File: src/rtl/regfile_dumper_if.sv
// Output word stream of the register file dumper.
// master drives tx_data/tx_valid, slave returns tx_ready.
interface regfile_dumper_if;
    logic [18:0] tx_data;
    logic        tx_valid;
    logic        tx_ready;

    modport master (
        output tx_data,
        output tx_valid,
        input  tx_ready
    );

    modport slave (
        input  tx_data,
        input  tx_valid,
        output tx_ready
    );
endinterface

File: src/rtl/regfile_dumper.sv
// Streams selected registers R[i] out as {i, value}, lowest index first.
// Ports: clk, reset (sync, low), start/abort/mask control, SR_r/Out_r
// debug read port, tx word stream, busy/done/word_cnt status.
module regfile_dumper (
    input  logic                     clk,
    input  logic                     reset,
    input  logic                     start,
    input  logic                     abort,
    input  logic [7:0]               mask,
    output logic [2:0]               SR_r,
    input  logic [15:0]              Out_r,
    regfile_dumper_if.master         tx,
    output logic                     busy,
    output logic                     done,
    output logic [3:0]               word_cnt
);

    typedef enum logic [2:0] {
        S_IDLE,
        S_SELECT,
        S_WAIT,
        S_SEND,
        S_DONE
    } state_t;

    state_t      state, state_n;
    logic [7:0]  pend, pend_n;
    logic [2:0]  idx, idx_n;
    logic [3:0]  cnt_n;
    logic [18:0] data_q, data_n;
    logic [7:0]  rem;

    function automatic logic [2:0] lowest(input logic [7:0] m);
        logic [2:0] r;
        r = '0;
        for (int i = 7; i >= 0; i--) begin
            if (m[i]) r = 3'(i);
        end
        return r;
    endfunction

    always_ff @(posedge clk) begin
        if (!reset) begin
            state    <= S_IDLE;
            pend     <= '0;
            idx      <= '0;
            word_cnt <= '0;
            data_q   <= '0;
        end else begin
            state    <= state_n;
            pend     <= pend_n;
            idx      <= idx_n;
            word_cnt <= cnt_n;
            data_q   <= data_n;
        end
    end

    always_comb begin
        state_n = state;
        pend_n  = pend;
        idx_n   = idx;
        cnt_n   = word_cnt;
        data_n  = data_q;
        rem     = pend & ~(8'(1) << idx);
        unique case (state)
            S_IDLE: begin
                // abort in IDLE blocks a same-cycle start
                if (start && !abort) begin
                    cnt_n = '0;
                    if (mask != '0) begin
                        pend_n  = mask;
                        idx_n   = lowest(mask);
                        state_n = S_SELECT;
                    end else begin
                        state_n = S_DONE;
                    end
                end
            end
            S_SELECT: state_n = S_WAIT;
            S_WAIT: begin
                // Out_r now reflects R[idx] selected during SELECT
                data_n  = {idx, Out_r};
                state_n = S_SEND;
            end
            S_SEND: begin
                if (tx.tx_ready) begin
                    pend_n = rem;
                    cnt_n  = 4'(word_cnt + 4'd1);
                    if (rem != '0) begin
                        idx_n   = lowest(rem);
                        state_n = S_SELECT;
                    end else begin
                        state_n = S_DONE;
                    end
                end
            end
            S_DONE:  state_n = S_IDLE;
            default: state_n = S_IDLE;
        endcase
        // abort wins over a same-edge handshake; accepted words stay counted
        if (abort && state != S_IDLE) begin
            state_n = S_IDLE;
            pend_n  = pend;
            idx_n   = idx;
            cnt_n   = word_cnt;
            data_n  = data_q;
        end
    end

    assign SR_r        = idx;
    assign tx.tx_data  = data_q;
    assign tx.tx_valid = (state == S_SEND);
    assign busy        = (state != S_IDLE);
    assign done        = (state == S_DONE);

endmodule

File: src/flat_wrapper.sv
// flat-port wrapper written by rule: the top's interface ports become plain ports
module regfile_dumper_flat 
  (clk, reset, start, abort, mask, SR_r, Out_r, busy, done, word_cnt, tx_tx_data, tx_tx_valid, tx_tx_ready);
  regfile_dumper_if tx_i ();
  input  logic clk;
  input  logic reset;
  input  logic start;
  input  logic abort;
  input  logic [7:0] mask;
  output logic [2:0] SR_r;
  input  logic [15:0] Out_r;
  output logic busy;
  output logic done;
  output logic [3:0] word_cnt;
  output wire logic [$bits(tx_i.tx_data)-1:0] tx_tx_data;
  output wire logic [$bits(tx_i.tx_valid)-1:0] tx_tx_valid;
  input wire logic [$bits(tx_i.tx_ready)-1:0] tx_tx_ready;
  assign tx_tx_data = tx_i.tx_data;
  assign tx_tx_valid = tx_i.tx_valid;
  assign tx_i.tx_ready = tx_tx_ready;
  regfile_dumper u_core (.clk(clk), .reset(reset), .start(start), .abort(abort), .mask(mask), .SR_r(SR_r), .Out_r(Out_r), .tx(tx_i), .busy(busy), .done(done), .word_cnt(word_cnt));
endmodule
File: config.mk
export PLATFORM = sky130hd
export DESIGN_NAME = regfile_dumper_flat
export DESIGN_NICKNAME = d
export VERILOG_FILES = /design/src/rtl/regfile_dumper_if.sv /design/src/rtl/regfile_dumper.sv /design/src/flat_wrapper.sv
export SDC_FILE = /design/constraint.sdc
export NUM_CORES = 1
export LEC_CHECK = 0
export CAP_MARGIN = 20
export CORE_UTILIZATION = 51
export DETAILED_ROUTE_END_ITERATION = 10
export GPL_TIMING_DRIVEN = 0
export PLACE_DENSITY = 0.85
export SYNTH_ARGS = -nofsm -noshare
export SYNTH_HDL_FRONTEND = slang
export SYNTH_SLANG_ARGS = --single-unit
File: constraint.sdc
create_clock -name clk -period 5.6 [get_ports clk]
set_clock_uncertainty 0.05 [all_clocks]
set_input_delay 1.12 -clock clk [delete_from_list [all_inputs] [get_ports clk]]
set_output_delay 1.12 -clock clk [all_outputs]
set_load 0.05 [all_outputs]
==> results by group <==
Synth
  – Largest family of logic cells by synthesized area: simple AND/OR/NAND/NOR gates
  – Avg Cell Area, Syn: between 7 and 8 sq um
  – Mapped Cells: 257
  – Synth async-reset ratio: 0%
  – Netlist Area Pre-Place: roughly 2000 sq um
  – Synth Net Count: 287
  – Synth Area in Compound Gates: 25.7%
  – Primary FF master, synth: dfxtp_1
  – Seq cells post-synth: 37
  – Ys Warns: 0
  – Synth Area in XOR/XNOR: 0%
  – Mux share of post-synthesis cell area: around 3.1%
  – Post-Synth Adder-Cell Area: less than 1%
  – Simple-gate share of the synthesized area: between 20% and 30%
  – Netlist cell types: 49
  – Sequential share of the synthesized area: between 30% and 40%
  – Post-synth EDFFs: 0

Pwr
  – Maximum VDD drop: 0.178 mV
  – Leak: ~0.00095 uW
  – Cell Pwr Density: around 210 nW/um^2

Worst setup path
  – Critical Path Sink: tx_tx_valid
  – Max Fanout on Critical Path: 10
  – Worst Setup Start Kind: flip-flop
  – Critical Path AT: roughly 2400 ps
  – Reg2Reg Setup Slack: between 3000 and 4000 ps
  – Required time worst endpoint: between 4000 and 5000 ps
  – Reg2reg start: u_core.state[2]
  – RR Endpoint: u_core.SR_r[2]
  – Setup crit end kind: primary output
  – Worst setup path start: u_core.state[2]
  – Crit path kind: reg2out
  – Reg2reg path depth: 8

Finish
  – Nets: 350
  – Filler cell count: ~330
  – Area delta synth->final: 34.7%
  – Multi-input gate area: roughly 1200 sq um
  – Share of layout cells above drive strength 1: 7.17%
  – Antenna diode count: 0
  – FF/Latch Area: ~740 sq um

Timing
  – Fmax: approximately 280 MHz
  – Fin crit share: a little over three fifths
  – Setup violations, final: 0
  – Final Hold Viols: 0
  – Final setup margin: around 2100 ps
  – Worst rel slew slack: about two fifths
  – RSZ-0062 raised after global routing: false
  – Min Clock Period, post-route: between 3000 and 4000 ps
  – Setup TNS: 0 ps
  – Max-slew violations: 0
  – Slew @ Worst Pin: 903 ps

Clocking
  – Clock Path Buffers: 2
  – Postcts setup bufs: 0
  – H-tree levels: 2
  – CTS clock-pin slew for the worst setup and hold paths: roughly 70 ps
  – CTS sink cnt: 37
  – Gates resized, CTS repair: 0
  – Hold buffer count at CTS: 0
  – Clock latency on the worst-skew pair: around 290 ps
  – CTS Buf Count: 5
  – Clk root buf: clkbuf_8
  – TritonCTS clock tree: done

Floorplanning
  – Core region area: 3740 sq um
  – Die area: approximately 4200 sq um
  – I/O pin count: 58
  – Chip height: between 60 and 70 microns
  – # rows: 22
  – Die X: approximately 65 microns
  – Starting Density: roughly 54%

Detailed routing
  – DRT Wirelength: ~5000 microns
  – DR pass1 iterations: 4
  – DRC viols: 0
  – Drt initial violations: 128
  – Avg Vias per Cell: ~5.5
  – ANT nets after route: 0
  – WL per Instance: around 14 microns
  – Via count: just over 2,000

Placed design
  – GPL Wtd Cong: about 0.9
  – # port buffers: 56
  – HPWL Detailed: 3700 microns
  – Worst slack, placed: 2290 ps

Global route
  – Vias in the first global route: around 1,900
  – Largest net degree at the start of global routing: 12
  – GRT Overall Usage: 25.6%
  – GRT overflow: 0
  – Global-route wire length before repair: 8390 microns
  – Initial antenna violation count: 0

Worst hold path
  – Worst Hold Class: reg2reg

Job
  – Max-cap violations: 0

Outcome
  – Status: completed
-- cell usage after synthesis, drive strengths merged (2+ instances only) --
library cell,count,share of area [%]
nand2,54,10
dfxtp,37,37
a21boi,24,8.9
nor2,19,3.5
o21ai,13,3.2
clkbuf,10,1.9
nand3,10,2.5
a21oi,7,2.3
buf,7,2.3
a211oi,5,1.9
nand2b,5,1.9
a31oi,4,1.5
and2,4,1.2
inv,4,0.74
mux2i,4,2.0
nand3b,4,1.5
nor2b,4,1.2
nor3b,4,1.5
nor3,3,0.74
nor4,3,0.93
o31ai,3,1.1
a211o,2,0.86
mux2,2,1.1
nand4b,2,0.86
o21a,2,0.74
o31a,2,0.86
or3,2,0.62
-- area by class of cell --
cell class / instances / share of cell area (%)
buffer: 17 / 3.12
clock buffer: 6 / 2.66
clock inverter: 2 / 0.367
inverter: 4 / 0.550
multi-input combinational: 199 / 43.4
sequential: 37 / 27.1
tap: 48 / 2.20
timing repair buffer: 56 / 20.5
-- flip-flops by register name (all words and copies together) (netlist names) --
signal,flops
u_core.SR_r,3
u_core.pend,8
u_core.state,3
u_core.tx.tx_data,19
u_core.word_cnt,4
-- how the worst min path moves through the flow --
stage,start,end,slack (ps),cells past startpoint
2_1_floorplan,u_core.pend[6],u_core.pend[6],430,2
3_3_place_gp,u_core.tx.tx_data[18],u_core.tx.tx_data[18],400,2
3_5_place_dp,u_core.tx.tx_data[11],u_core.tx.tx_data[11],410,2
4_1_cts,u_core.tx.tx_data[11],u_core.tx.tx_data[11],420,2
5_1_grt,u_core.tx.tx_data[14],u_core.tx.tx_data[14],440,2
6_report,u_core.tx.tx_data[11],u_core.tx.tx_data[11],420,2
-- stage by stage --
stage	util (%)	instances	power, uW	cell area (sq um)	hold WS (ps)
final	72.9	369	570	2730	418
after global routing	72.9	369	596	2730	440
after CTS	72.9	369	573	2730	419
after detailed placement	70.7	361	397	2650	408
after global placement	70.7	361	395	2650	400
after floorplan	-	257	353	2030	426
-- report_power, final --
group | switching, uW | internal [uW] | leakage [uW]
registers | 7.54 | 271 | 0.000300
clock network | 91.8 | 86.1 | 0.0000450
logic | 61.1 | 52.8 | 0.000609
-- cell usage in the layout, fill, tap and decap left out, types with 2 or more instances in the layout --
| cell | Yosys | routed |
|---|---|---|
| clkdlybuf4s50_1 | 0 | 56 |
| nand2_1 | 54 | 54 |
| dfxtp_1 | 37 | 37 |
| a21boi_0 | 20 | 20 |
| nor2_1 | 19 | 19 |
| o21ai_0 | 13 | 13 |
| clkbuf_1 | 10 | 11 |
| nand3_1 | 10 | 10 |
| a21oi_1 | 6 | 6 |
| buf_2 | 5 | 5 |
| a211oi_1 | 5 | 5 |
| clkbuf_8 | 0 | 5 |
| nand3b_1 | 4 | 4 |
| inv_1 | 4 | 4 |
| and2_1 | 4 | 4 |
| nor2b_1 | 4 | 4 |
| mux2i_1 | 4 | 4 |
| nand2b_1 | 4 | 4 |
| nor3b_1 | 4 | 4 |
| a21boi_1 | 4 | 4 |
| nor3_1 | 3 | 3 |
| o31ai_1 | 3 | 3 |
| nor4_1 | 3 | 3 |
| a31oi_1 | 3 | 3 |
| buf_6 | 2 | 2 |
| nand4b_1 | 2 | 2 |
| o31a_1 | 2 | 2 |
| or3_1 | 2 | 2 |
| mux2_2 | 2 | 2 |
| a211o_1 | 2 | 2 |
| o21a_1 | 2 | 2 |
| clkinv_2 | 0 | 2 |
-- worst max-delay path, stage by stage, from the launching register on --
cell and delay [ps]:
dfxtp_1 290, buf_2 150, nand3b_1 390, inv_1 150
buf_2 240, clkdlybuf4s50_1 840
-- metal layers --
layer | global-route usage, % | up-vias | wire length [microns]
met1 | 32.7 | 921 | 2240
met4 | 11.4 | 0 | 66
met2 | 41.5 | 69 | 2360
met5 | 0 | - | 0
met3 | 5.11 | 8 | 351
li1 | - | 1032 | -
-- kinds of logic after synthesis --
kind of cell,count (synthesis)
simple gates,120
compound gates,72
buf+inv,21
mux,6
flops,37
fa+ha+maj,1
Power figures use the tool's default switching activity.
